==> src/rtl/branch_resolve_unit_pkg.sv <==
// Shared definitions for the branch resolve unit.
//   brt_state_e : resolve FSM encoding (RUN / RECOVER)
//   PC_INC      : fall-through pc increment used for not-taken redirects
package branch_resolve_unit_pkg;
  typedef enum logic {RUN = 1'b0, RECOVER = 1'b1} brt_state_e;
  localparam logic [31:0] PC_INC = 32'd4;
endpackage

==> src/rtl/brt_stage_reg.sv <==
// One branch-tracking pipeline stage: {valid, pred, pc, count}.
// Ports:
//   clk, rst_n        clock, async active-low reset
//   load              advance: capture the *_d inputs
//   clear             drop the valid bit of whatever is being loaded
//   valid_d..count_d  incoming stage contents
//   valid..count      stage contents
module brt_stage_reg #(
  parameter int CW = 2
) (
  input  logic          clk,
  input  logic          rst_n,
  input  logic          load,
  input  logic          clear,
  input  logic          valid_d,
  input  logic          pred_d,
  input  logic [31:0]   pc_d,
  input  logic [CW-1:0] count_d,
  output logic          valid,
  output logic          pred,
  output logic [31:0]   pc,
  output logic [CW-1:0] count
);
  always_ff @(posedge clk or negedge rst_n) begin
    if (!rst_n) begin
      valid <= 1'b0;
      pred  <= 1'b0;
      pc    <= '0;
      count <= '0;
    end else if (load) begin
      // payload still moves on a clear so pc/count stay meaningful indices
      valid <= valid_d && !clear;
      pred  <= pred_d;
      pc    <= pc_d;
      count <= count_d;
    end else if (clear) begin
      valid <= 1'b0;
    end
  end
endmodule

==> src/rtl/branch_resolve_unit.sv <==
// Resolution side of the history predictor. Tracks IF predictions through
// ID and EX, compares with the real outcome in EX, drives train/rollback
// strobes, a registered flush/redirect and saturating perf counters.
// Ports:
//   clk, rst_n                        clock, async active-low reset
//   PL_stall_ex                       freezes ID/EX tracking, blocks resolution
//   br_valid_if, pred_taken_if,
//   pc_if, count_if                   IF-stage prediction
//   br_resolve_ex, actual_taken_ex,
//   actual_target_ex                  EX outcome
//   pc_id, pc_ex, count_ex            tracked stage contents
//   corrected_en, corrected_result    correct-prediction training strobe
//   rollback_en_ex, rollback_en_id    mispredict rollback strobes
//   flush_en, redirect_en, redirect_pc registered recovery outputs
//   busy                              FSM in RECOVER
//   branch_cnt, mispredict_cnt        saturating perf counters
module branch_resolve_unit
  import branch_resolve_unit_pkg::*;
#(
  parameter int JUMP_STATUS_COUNTER_WIDTH = 2,
  parameter int PERF_CNT_WIDTH            = 16,
  parameter int REFILL_CYCLES             = 2
) (
  input  logic                                 clk,
  input  logic                                 rst_n,
  input  logic                                 PL_stall_ex,
  input  logic                                 br_valid_if,
  input  logic                                 pred_taken_if,
  input  logic [31:0]                          pc_if,
  input  logic [JUMP_STATUS_COUNTER_WIDTH-1:0] count_if,
  input  logic                                 br_resolve_ex,
  input  logic                                 actual_taken_ex,
  input  logic [31:0]                          actual_target_ex,
  output logic [31:0]                          pc_id,
  output logic [31:0]                          pc_ex,
  output logic [JUMP_STATUS_COUNTER_WIDTH-1:0] count_ex,
  output logic                                 corrected_en,
  output logic                                 corrected_result,
  output logic                                 rollback_en_ex,
  output logic                                 rollback_en_id,
  output logic                                 flush_en,
  output logic                                 redirect_en,
  output logic [31:0]                          redirect_pc,
  output logic                                 busy,
  output logic [PERF_CNT_WIDTH-1:0]            branch_cnt,
  output logic [PERF_CNT_WIDTH-1:0]            mispredict_cnt
);
  localparam int CW = JUMP_STATUS_COUNTER_WIDTH;
  localparam int RW = (REFILL_CYCLES < 2) ? 1 : $clog2(REFILL_CYCLES + 1);

  function automatic logic [PERF_CNT_WIDTH-1:0] sat_inc(
    input logic [PERF_CNT_WIDTH-1:0] v, input logic en);
    return (en && (v != '1)) ? v + 1'b1 : v;
  endfunction

  brt_state_e    state;
  logic [RW-1:0] refill_cnt;

  logic          id_valid, id_pred, ex_valid, ex_pred;
  logic [CW-1:0] id_count;
  logic          res, misp;

  assign busy = (state == RECOVER);
  assign res  = br_resolve_ex && ex_valid && !PL_stall_ex && (state == RUN);
  assign misp = res && (actual_taken_ex != ex_pred);

  assign corrected_en     = res && !misp;
  assign corrected_result = actual_taken_ex && corrected_en;
  assign rollback_en_ex   = misp;
  assign rollback_en_id   = misp && id_valid;

  // ID ignores new branches during recovery and on the mispredict edge itself
  brt_stage_reg #(.CW(CW)) u_id (
    .clk(clk), .rst_n(rst_n), .load(!PL_stall_ex), .clear(misp),
    .valid_d(br_valid_if && !busy), .pred_d(pred_taken_if),
    .pc_d(pc_if), .count_d(count_if),
    .valid(id_valid), .pred(id_pred), .pc(pc_id), .count(id_count)
  );

  brt_stage_reg #(.CW(CW)) u_ex (
    .clk(clk), .rst_n(rst_n), .load(!PL_stall_ex), .clear(misp),
    .valid_d(id_valid), .pred_d(id_pred), .pc_d(pc_id), .count_d(id_count),
    .valid(ex_valid), .pred(ex_pred), .pc(pc_ex), .count(count_ex)
  );

  always_ff @(posedge clk or negedge rst_n) begin
    if (!rst_n) begin
      state          <= RUN;
      refill_cnt     <= '0;
      flush_en       <= 1'b0;
      redirect_en    <= 1'b0;
      redirect_pc    <= '0;
      branch_cnt     <= '0;
      mispredict_cnt <= '0;
    end else begin
      flush_en       <= misp;
      redirect_en    <= misp;
      if (misp)
        redirect_pc <= actual_taken_ex ? actual_target_ex : pc_ex + PC_INC;
      branch_cnt     <= sat_inc(branch_cnt, res);
      mispredict_cnt <= sat_inc(mispredict_cnt, misp);
      unique case (state)
        RUN: begin
          if (misp) begin
            state      <= RECOVER;
            refill_cnt <= RW'(REFILL_CYCLES);
          end
        end
        RECOVER: begin
          // refill runs regardless of stall; leave on the cycle it reads 1
          if (refill_cnt <= RW'(1)) begin
            state      <= RUN;
            refill_cnt <= '0;
          end else begin
            refill_cnt <= refill_cnt - 1'b1;
          end
        end
        default: state <= RUN;
      endcase
    end
  end
endmodule
==> config.mk <==
export PLATFORM = sky130hd
export DESIGN_NAME = branch_resolve_unit
export DESIGN_NICKNAME = d
export VERILOG_FILES = /design/src/rtl/branch_resolve_unit_pkg.sv /design/src/rtl/brt_stage_reg.sv /design/src/rtl/branch_resolve_unit.sv
export SDC_FILE = /design/constraint.sdc
export NUM_CORES = 1
export LEC_CHECK = 0
export CAP_MARGIN = 30
export CELL_PAD_IN_SITES_DETAIL_PLACEMENT = 1
export CELL_PAD_IN_SITES_GLOBAL_PLACEMENT = 1
export CORE_MARGIN = 1
export CORE_UTILIZATION = 35
export DETAILED_ROUTE_END_ITERATION = 10
export PLACE_DENSITY_LB_ADDON = 0.05
export SYNTH_ARGS = -nofsm -noshare
export SYNTH_HDL_FRONTEND = slang
export SYNTH_SLANG_ARGS = --single-unit
==> constraint.sdc <==
create_clock -name clk -period 1.89 [get_ports clk]
set_input_delay 0.378 -clock clk [delete_from_list [all_inputs] [get_ports clk]]
set_output_delay 0.378 -clock clk [all_outputs]
set_load 0.005 [all_outputs]
==> out/qor.yml <==
antenna_left: 0
fin_crit_ps: 1840
async_reset_ff_share_pct: 100
path_cells: "clkdlybuf4s50_1"
drv_cap: 0
maxSlewViolCount: 0
fmax_ghz: 0.542
endpoint_kind: "output pin"
gr-usage-all-layers_pct: 21.3
critPathKind: "register to output pin"
wl_mm: 19.0
yosysUniqueCellTypes: 43
netlist_area_um2: 6350
diodes: 0
cts-htree-levels: 4
cp.required_ps: 1510
viasPerCell: 5.02
grt_pass1_wl_mm: 30.1
grt_pass1_vias: 5584
status: "complete, no violations"
clock_sinks: 140
crit_arrival_ps: 1470
post-synth-top-area-fraction_pct: 55.2
dr.pass1.iters: 4
cts-root-buf: "clkbuf_16"
worst_slack_ps: 45.9
power.total_mw: 9.99
setup_tns_ps: 0
peakVddDrop_mv: 0.601
ys_ff_latch: 140
skew_ps: 7.49
cts.reportedPaths.clkPinSlew_ps: 60
start_util_pct: 36.3
ys_warn_count: 0
hold_violations: 0
place_congestion: 0.795
synth_largest_area_cell: "dfrtp_1"
wire_per_inst_um: 18.2
finalNetCount: 884
dr.first_iter.drc_count: 145
final.period_utilization_pct: 97.6
cts_buffer_depth: 2
power_density_nw_per_um2: 1030
hp-class: "primary input to async pin"
crit_family: "buffers and inverters"
start_kind: "register"
hold_ws_ps: 461
ys.flop_type: "dfrtp_1"
max_stage_delay_ps: 560
core_um2: 17500
syn_nets: 624
critPathMaxFanout: 6
cts_tree: "yes"
dieArea_um2: 18700
port-buffer-count: 209
synthTopCellsByArea: "dfrtp_1 55%, mux2_2 13%, xor2_1 3.9%"
vias: 5245
detailed_place_hpwl_mm: 14.0
setup_viol: 0
cts_inserted_buffers: 17
avgSynthCellArea_um2: 11.6
power.static_leakage_nw: 4.12
worst_pin_slew_ps: 977
netlist_instances: 548
synth.most_common_cell: "dfrtp_1"
post-place-ws_ps: -391
antenna_found_initial: 1
grt_max_degree: 75
n_fill_cell: 1829
io_pins: 210
seq_area_frac_synth_pct: 55.2
die_h_um: 137
rows: 48
crit_slowest_cell: "clkdlybuf4s50_1"
rsz0062_at_grt: "true"
area_growth_pct: 52.9
die_x_um: 137
cp_num_buf_inv: 1
grt_overflow_total: 0
slew_headroom_pct: 34.9
synth-edff-count: 0
route.detailed.drc: 0
drive_gt1_share_pct: 23.1
ys_top_cells_by_count: "140 x dfrtp_1, 73 x mux2_2, 43 x nand2_1"
clkLatencyLatePin_ps: 420
-- layer usage --
layer	routed length, um	up-vias	global-route usage, %
li1	-	2472	-
met1	7790	2609	25.9
met2	9410	140	35.2
met3	1390	24	6.96
met4	384	0	7.96
met5	0	-	0
-- power by group --
part           total (mW)  internal, mW  leakage, nW  switching [mW]
registers            4.08          3.60         1.71           0.475
logic                2.73          1.70         2.14            1.03
clock network        3.18          1.90        0.266            1.29
-- worst paths after layout --
kind,to,slack (ps),depth (start not counted),startpoint
worst min-delay path,mispredict_cnt[13],460,2,rst_n
max in group asynchronous,u_ex.pc[4],840,3,rst_n
min in group clk,redirect_pc[14],480,2,redirect_pc[14]
worst min register to register,redirect_pc[14],480,2,redirect_pc[14]
worst max register to register,mispredict_cnt[10],80,7,busy
worst max-delay path,pc_ex[5],50,1,u_ex.pc[5]
-- layout make-up --
| class | count | area (um^2) | area share (%) |
|---|---|---|---|
| Sequential cell | 140 | 3510 | 36.1 |
| Clock buffer | 20 | 467 | 4.81 |
| Multi-Input combinational cell | 375 | 2770 | 28.5 |
| Inverter | 11 | 43.8 | 0.451 |
| Tap cell | 225 | 282 | 2.90 |
| Timing Repair Buffer | 263 | 2550 | 26.2 |
| Clock inverter | 10 | 92.6 | 0.954 |
-- registers in the layout, summed over array words and instances (netlist names), 2 cells and up --
name,cells
redirect_pc,32
u_ex.pc,32
u_id.pc,32
branch_cnt,16
mispredict_cnt,16
refill_cnt,2
u_ex.count,2
u_id.count,2
-- cells by family after synthesis --
| family | after synthesis | synth area share, % |
|---|---|---|
| and+or+nand+nor | 162 | 13.4 |
| AOI/OAI and AO/OA | 79 | 7.45 |
| muxes | 81 | 14.2 |
| buffers and inverters | 33 | 2.21 |
| adders and majority gates | 3 | 0.591 |
| xor gates and xnor gates | 50 | 6.90 |
| DFF | 140 | 55.2 |
-- stage by stage --
step	util [%]	cells	cell area, um^2
after floorplan	-	548	6350
after CTS	55.0	1039	9610
after global routing	55.5	1044	9700
after global placement	51.6	1006	9010
after detailed placement	51.6	1006	9010
final	55.5	1044	9700
-- what timing repair did --
item	in CTS	in global routing
resized for setup	14	19
gates cloned	0	0
setup endpoints to repair	8	18
endpoints found under the hold margin	37	0
setup buffers	2	5
hold buffers	1	0
pin swaps	3	4
-- placed cells by master (no fill, tap or decap), types with 15 or more instances in the layout --
| cell type | synthesis | final |
|---|---|---|
| a21oi_1 | 24 | 23 |
| buf_4 | 1 | 47 |
| clkbuf_16 | 0 | 17 |
| clkdlybuf4s50_1 | 0 | 200 |
| dfrtp_1 | 140 | 138 |
| mux2_2 | 73 | 73 |
| nand2_1 | 43 | 43 |
| nand3_1 | 29 | 28 |
| nand4_1 | 16 | 16 |
| nor2_1 | 36 | 35 |
| o21ai_0 | 26 | 25 |
| o22ai_1 | 15 | 15 |
| xnor2_1 | 22 | 22 |
| xor2_1 | 28 | 27 |
(Power assumes the default switching activity.)
